File: config.mk
export PLATFORM = sky130hd
export DESIGN_NAME = mem_stream_reader
export DESIGN_NICKNAME = d
export VERILOG_FILES = /design/src/rtl/mem_stream_reader_pkg.sv /design/src/rtl/mem_stream_reader_fifo.sv /design/src/rtl/mem_stream_reader.sv
export SDC_FILE = /design/constraint.sdc
export NUM_CORES = 1
export LEC_CHECK = 0
export BUFFER_PORTS_ARGS = -buffer_cell sky130_fd_sc_hd__buf_2
export CAP_MARGIN = 20
export CORE_MARGIN = 3
export CORE_UTILIZATION = 59
export CTS_CLUSTER_SIZE = 8
export DETAILED_ROUTE_END_ITERATION = 12
export HOLD_SLACK_MARGIN = 0.05
export PLACE_DENSITY = 0.92
export SYNTH_ARGS = -nofsm -noshare
export SYNTH_HDL_FRONTEND = slang
export SYNTH_HIERARCHICAL = 1
export SYNTH_SLANG_ARGS = --single-unit
File: constraint.sdc
create_clock -name clk -period 9 [get_ports clk]
set_clock_uncertainty 0.1 [all_clocks]
set_input_delay 0.45 -clock clk [delete_from_list [all_inputs] [get_ports clk]]
set_output_delay 0.45 -clock clk [all_outputs]
set_load 0.01 [all_outputs]
File: src/rtl/mem_stream_reader_pkg.sv
// Shared definitions for the streaming memory reader: controller state
// encoding and the fixed request type it drives onto the memreq port.
package mem_stream_reader_pkg;

    // Controller states: idle/accepting, issuing reads, waiting for the tail.
    typedef enum logic [1:0] {
        IDLE  = 2'd0,
        ISSUE = 2'd1,
        DRAIN = 2'd2
    } state_e;

    // This block only ever reads from memory.
    localparam logic MEMREQ_RW_READ = 1'b0;

endpackage

File: src/rtl/mem_stream_reader_fifo.sv
// Response buffer for the stream reader: DEPTH x WIDTH synchronous FIFO with
// simultaneous push/pop and an occupancy count used for request credits.
module mem_stream_reader_fifo #(
    parameter int DEPTH = 4,
    parameter int WIDTH = 32
) (
    input  logic                     clk,
    input  logic                     reset,
    input  logic                     push,
    input  logic [WIDTH-1:0]         push_data,
    input  logic                     pop,
    output logic [WIDTH-1:0]         pop_data,
    output logic [$clog2(DEPTH):0]   count
);

    localparam int PTR_W = $clog2(DEPTH);
    localparam int CNT_W = PTR_W + 1;

    logic [WIDTH-1:0] mem [DEPTH];
    logic [PTR_W-1:0] wr_ptr;
    logic [PTR_W-1:0] rd_ptr;
    logic             full;
    logic             empty;
    logic             do_push;
    logic             do_pop;

    assign full    = (count == CNT_W'(DEPTH));
    assign empty   = (count == '0);
    assign do_pop  = pop && !empty;
    // A pop in the same cycle frees the slot, so a push into a full buffer is fine.
    assign do_push = push && (!full || do_pop);

    // Head is forced to zero when empty so the stream output has a clean idle value.
    assign pop_data = empty ? '0 : mem[rd_ptr];

    // Storage write; contents are qualified by count, so no reset is needed.
    // NOTE: the data array is deliberately left unreset; validity comes from the pointers and count.
    always_ff @(posedge clk) begin
        if (do_push) begin
            // NOTE: non-blocking assignments in clocked blocks so every register samples pre-edge values.
            mem[wr_ptr] <= push_data;
        end
    end

    // Pointer and occupancy bookkeeping.
    always_ff @(posedge clk) begin
        if (reset) begin
            wr_ptr <= '0;
            rd_ptr <= '0;
            count  <= '0;
        end else begin
            if (do_push) wr_ptr <= wr_ptr + PTR_W'(1);
            if (do_pop)  rd_ptr <= rd_ptr + PTR_W'(1);
            count <= count + CNT_W'(do_push) - CNT_W'(do_pop);
        end
    end

endmodule

File: src/rtl/mem_stream_reader.sv
// Reads a contiguous block of words over memreq/memresp and streams them out
// on a val/rdy port. Requests are credit-limited so the ready-less response
// port can never overrun the response buffer.
module mem_stream_reader
    import mem_stream_reader_pkg::*;
#(
    parameter int ADDR_SZ   = 8,
    parameter int DATA_SZ   = 32,
    parameter int LEN_SZ    = 8,
    parameter int BUF_DEPTH = 4
) (
    input  logic               clk,
    input  logic               reset,
    input  logic [ADDR_SZ-1:0] cmd_bits_addr,
    input  logic [LEN_SZ-1:0]  cmd_bits_len,
    input  logic               cmd_val,
    output logic               cmd_rdy,
    output logic               memreq_bits_rw,
    output logic [ADDR_SZ-1:0] memreq_bits_addr,
    output logic [DATA_SZ-1:0] memreq_bits_data,
    output logic               memreq_val,
    input  logic               memreq_rdy,
    input  logic [DATA_SZ-1:0] memresp_bits_data,
    input  logic               memresp_val,
    output logic [DATA_SZ-1:0] out_bits,
    output logic               out_val,
    input  logic               out_rdy,
    output logic               busy,
    output logic               done
);

    localparam int                 CNT_W  = $clog2(BUF_DEPTH) + 1;
    localparam logic [ADDR_SZ-1:0] STRIDE = ADDR_SZ'(DATA_SZ / 8);

    state_e             state;
    state_e             state_next;
    logic [ADDR_SZ-1:0] req_addr;
    logic [LEN_SZ-1:0]  remaining;
    logic [CNT_W-1:0]   outstanding;
    logic [CNT_W-1:0]   fifo_count;
    logic               zero_done;
    logic               drain_done;
    logic               credit_ok;
    logic               cmd_fire;
    logic               memreq_fire;
    logic               resp_accept;
    logic               out_fire;

    assign cmd_fire    = cmd_val && cmd_rdy;
    assign memreq_fire = memreq_val && memreq_rdy;
    // Responses with nothing outstanding are stale (e.g. from before a reset).
    assign resp_accept = memresp_val && (outstanding != '0);
    assign out_fire    = out_val && out_rdy;

    // Credit > 0 means buffered plus in-flight words leave a free slot.
    assign credit_ok = ({1'b0, fifo_count} + {1'b0, outstanding}) < (CNT_W + 1)'(BUF_DEPTH);

    assign memreq_bits_rw   = MEMREQ_RW_READ;
    assign memreq_bits_addr = req_addr;
    assign memreq_bits_data = '0;
    assign out_val          = (fifo_count != '0);
    assign done             = zero_done || drain_done;

    // State register.
    always_ff @(posedge clk) begin
        if (reset) state <= IDLE;
        else       state <= state_next;
    end

    // Next-state and handshake outputs, all derived from registered state.
    always_comb begin
        // NOTE: every output gets a default first so no path through the case infers a latch.
        state_next = state;
        cmd_rdy    = 1'b0;
        memreq_val = 1'b0;
        busy       = 1'b1;
        drain_done = 1'b0;
        case (state)
            IDLE: begin
                busy    = 1'b0;
                cmd_rdy = !reset;
                if (cmd_fire && (cmd_bits_len != '0)) state_next = ISSUE;
            end
            ISSUE: begin
                memreq_val = credit_ok;
                if (memreq_fire && (remaining == LEN_SZ'(1))) state_next = DRAIN;
            end
            DRAIN: begin
                if ((outstanding == '0) && (fifo_count == '0)) begin
                    state_next = IDLE;
                    drain_done = 1'b1;
                end
            end
            default: state_next = IDLE;
        endcase
    end

    // Address/length/in-flight counters and the zero-length done pulse.
    always_ff @(posedge clk) begin
        if (reset) begin
            req_addr    <= '0;
            remaining   <= '0;
            outstanding <= '0;
            zero_done   <= 1'b0;
        end else begin
            zero_done <= cmd_fire && (cmd_bits_len == '0);
            if (cmd_fire) begin
                req_addr  <= cmd_bits_addr;
                remaining <= cmd_bits_len;
            end else if (memreq_fire) begin
                req_addr  <= req_addr + STRIDE;
                remaining <= remaining - LEN_SZ'(1);
            end
            outstanding <= outstanding + CNT_W'(memreq_fire) - CNT_W'(resp_accept);
        end
    end

    mem_stream_reader_fifo #(
        .DEPTH (BUF_DEPTH),
        .WIDTH (DATA_SZ)
    ) u_fifo (
        .clk       (clk),
        .reset     (reset),
        .push      (resp_accept),
        .push_data (memresp_bits_data),
        .pop       (out_fire),
        .pop_data  (out_bits),
        .count     (fifo_count)
    );

endmodule

==> summary.txt <==
Power
  – VDD IR-drop max: 0.140 mV
  – Pwr Density: 281 nW/µm²
  – Overall power consumption: 2.23 mW
  – Leakage power: 2.99 nW

Placement
  – Post-detailed-placement half-perimeter wirelength: 8800 µm
  – Count of buffers inserted at the top-level ports: 98
  – RD Place Congestion: 0.875
  – Post-Place Cells: 665
  – Pre-CTS worst setup slack: 5.68 ns

Finish
  – Number of fill cells in the layout: 679
  – Footprint of the multi-input gates: 2130 µm²
  – Area grow syn2layout: 15.8%
  – Post-layout net count: 613
  – Finished Layout Cells: 696
  – Fraction of final layout cells sized beyond drive strength 1: 31.3%
  – Register Area: 4470 µm²
  – Diodes inserted: 0

Setup path
  – Data arrival, critical path: 3.56 ns
  – Critical Path Fanout Max: 14
  – Kind of critical path: flop to flop
  – Setup crit start kind: flop
  – Max incr delay on CP: 0.58 ns
  – Worst Path Required: 9.17 ns
  – Cell occurring most often along the worst timing path: sky130_fd_sc_hd__ha_1
  – Combined buffer and inverter count along the critical path: 2
  – Slowest-stage cell, CP: sky130_fd_sc_hd__and4b_1
  – Cells along the critical path: ha_1, or3b_1, and4b_1, inv_2, ha_1, inv_1, ha_1, fa_1, xnor2_1, xnor2_1, nor2_1
  – Endpoint type of the worst setup path: flop
  – Critical path's top delay family: adder cells

Yosys
  – Yosys warnings: 6
  – Netlist area before placement: 6860 µm²
  – Post-synth cell types: 55
  – Most instantiated flip-flop cell in the synthesis netlist: sky130_fd_sc_hd__edfxtp_1
  – Gate count after technology mapping: 444
  – Share of the yosys chip area belonging to registers: 65.1%
  – Number of register bits inferred by synthesis: 159
  – Average size of a mapped cell: 15.5 µm²
  – Async set-or-reset flop fraction in the synthesized netlist: 0%
  – Post-synth EDFFs: 128

Floorplan
  – Initial Utilization: 61.9%
  – Die outline height: 114 µm
  – Area of the die: 13000 µm²
  – Total I/O pin count: 132
  – Row count: 38
  – CORE AREA: 11100 µm²
  – Die outline width: 114 µm

CTS
  – Root buffer cell: sky130_fd_sc_hd__clkbuf_16
  – Maximum count of clock buffers along a single path: 2
  – # resized after CTS: 0
  – Max H-tree Level: 4
  – CTS buffer count: 17
  – Latest clock arrival within the worst-skew pair: 0.41 ns
  – Hold Buf Count CTS: 0
  – Total number of clock tree sinks: 159
  – Clock tree from TritonCTS: yes
  – Buffer count from post-CTS setup fixing: 0
  – Clock-pin slew on the worst setup and hold paths: 0.06 ns

GRT
  – Total congestion overflow: 0
  – Met2 Use GR: 39.7%
  – Global-route track usage on met1: 28.3%
  – First-pass GRT wire length: 22300 µm
  – Largest net degree at the start of global routing: 42
  – Most used routing layer: met2
  – Met3 Track Usage GR: 6.47%
  – Vias in the first global route: 4133
  – Overall routing resource usage: 23.1%
  – Initial antenna violation count: 0

STA
  – Count of final max-slew check failures: 0
  – Worst slew margin: 41.7%
  – Total negative slack: 0 ns
  – Hold violation count in the final report: 0
  – Final period utilization: 37.6%
  – Unrepaired setup endpoints after global routing: no
  – Transition time of the tightest slew-check pin: 0.874 ns
  – Final Critical Period: 3.39 ns
  – Final setup violation count: 0
  – Achievable Freq: 0.295 GHz
  – Worst path setup slack after routing: 5.61 ns

Min path
  – Tightest Hold Check Type: input pin to flop

Route
  – Number of nets with antenna violations after routing: 0
  – Number of search-and-repair iterations in the first detailed-routing pass: 5
  – Mean number of vias per cell: 5.86
  – Mean routed wirelength per cell: 20.4 µm
  – Total Routed Length: 14200 µm
  – Violation count after the first detailed-routing iteration: 385
  – Total via count after detailed routing: 4078
  – DRC violation count after routing: 0

Run
  – Max Cap Violations: 0

Run status
  – Run status: completed
## sequential cells by signal, indices dropped and copies added, names as in the netlist, named ones only
name and cells:
outstanding 3, u_fifo/mem 128, u_fifo/wr_ptr 2, u_fifo/count 3, zero_done 1, remaining 8
state 2, u_fifo/rd_ptr 2, memreq_bits_addr 8
## per-stage QoR
step	utilization (%)	hold WS, ns	instance area (µm²)
2_1_floorplan	-	0.358	6980
3_3_place_gp	66.4	0.362	7350
3_5_place_dp	66.4	0.376	7350
4_1_cts	71.7	0.106	7940
5_1_grt	71.7	0.130	7940
6_report	71.7	0.123	7940
## power by group
part           internal, mW  switching [mW]  total [mW]
sequential            0.893          0.0579       0.951
combinational         0.260           0.310       0.570
clock                 0.436           0.277       0.713
## cells in the mapped netlist (all sizes together), types with 2 or more instances
cell type | number | area share [%]
fa | 2 | 0.58
and2b | 19 | 2.1
or2 | 2 | 0.18
dfxtp | 31 | 9.0
or4 | 6 | 0.66
nor2b | 19 | 1.7
nand3 | 6 | 0.44
nand2b | 8 | 0.73
a21oi | 3 | 0.22
ha | 13 | 2.4
edfxtp | 128 | 56
o211ai | 2 | 0.22
o21ai | 4 | 0.29
nor3 | 8 | 0.58
nor4 | 5 | 0.46
inv | 16 | 0.88
mux2i | 2 | 0.29
xnor2 | 4 | 0.51
clkbuf | 10 | 0.55
mux4 | 32 | 11
o31a | 2 | 0.26
nand4 | 2 | 0.18
nor2 | 16 | 0.88
buf | 43 | 4.4
nand2 | 16 | 0.88
a211oi | 2 | 0.22
a31oi | 5 | 0.46
nand3b | 4 | 0.44
or3 | 5 | 0.46
and2 | 5 | 0.46
o311ai | 4 | 0.51
## cell usage in the layout (no fill, tap or decap), types with 5 or more instances in the layout
cell type                   Yosys  final
sky130_fd_sc_hd__edfxtp_1     128    128
sky130_fd_sc_hd__conb_1         1     33
sky130_fd_sc_hd__and2b_1       19     19
sky130_fd_sc_hd__or4_1          6      6
sky130_fd_sc_hd__clkbuf_16      0     17
sky130_fd_sc_hd__nor3_1         8      7
sky130_fd_sc_hd__nand2_1       16     16
sky130_fd_sc_hd__ha_1          13     13
sky130_fd_sc_hd__buf_2          4     98
sky130_fd_sc_hd__dfxtp_1       31     30
sky130_fd_sc_hd__inv_1         15     15
sky130_fd_sc_hd__or3_1          5      5
sky130_fd_sc_hd__a31oi_1        5      5
sky130_fd_sc_hd__nor4_1         5      5
sky130_fd_sc_hd__nand2b_1       8      8
sky130_fd_sc_hd__nor2b_1       19     19
sky130_fd_sc_hd__mux4_2        32     32
sky130_fd_sc_hd__nand3_1        6      6
sky130_fd_sc_hd__nor2_1        16     16
## logic make-up after synthesis
| kind of cell | synth area share (%) |
|---|---|
| mux | 11.0 |
| flops | 65.1 |
| compound gates | 3.43 |
| xor+xnor | 0.638 |
| simple gates | 11.1 |
| fa+ha+maj | 2.95 |
| other cells | 0.0546 |
| buf+inv | 5.82 |
## layout make-up
| type | count | share of cell area, % |
|---|---|---|
| Sequential cell | 159 | 56.2 |
| Multi-Input combinational cell | 248 | 26.8 |
| Timing Repair Buffer | 102 | 6.55 |
| Clock buffer | 18 | 5.40 |
| Tap cell | 140 | 2.21 |
| Clock inverter | 13 | 2.06 |
| Inverter | 16 | 0.756 |
## worst paths after layout
path | end | depth (start not counted) | slack (ns) | start
setup / recovery | outstanding[2] | 11 | 5.61 | u_fifo/count[2]
setup reg to reg | outstanding[2] | 11 | 5.61 | u_fifo/count[2]
hold / removal | memreq_bits_addr[0] | 3 | 0.12 | cmd_bits_addr[0]
hold reg to reg | memreq_bits_addr[1] | 2 | 0.39 | memreq_bits_addr[1]
## per-layer routing
metal / up-vias / share of wire, %
li1: 1821 / -
met1: 2039 / 38
met2: 190 / 53
met3: 28 / 6.7
met4: 0 / 2.3
met5: - / 0
## worst register-to-register path, stage by stage (launching register included)
cell and delay (ns):
sky130_fd_sc_hd__dfxtp_1 0.44, sky130_fd_sc_hd__ha_1 0.27, sky130_fd_sc_hd__or3b_1 0.37, sky130_fd_sc_hd__and4b_1 0.58
sky130_fd_sc_hd__inv_2 0.17, sky130_fd_sc_hd__ha_1 0.32, sky130_fd_sc_hd__inv_1 0.05, sky130_fd_sc_hd__ha_1 0.19
sky130_fd_sc_hd__fa_1 0.38, sky130_fd_sc_hd__xnor2_1 0.20, sky130_fd_sc_hd__xnor2_1 0.14, sky130_fd_sc_hd__nor2_1 0.05
(Power assumes the default switching activity.)
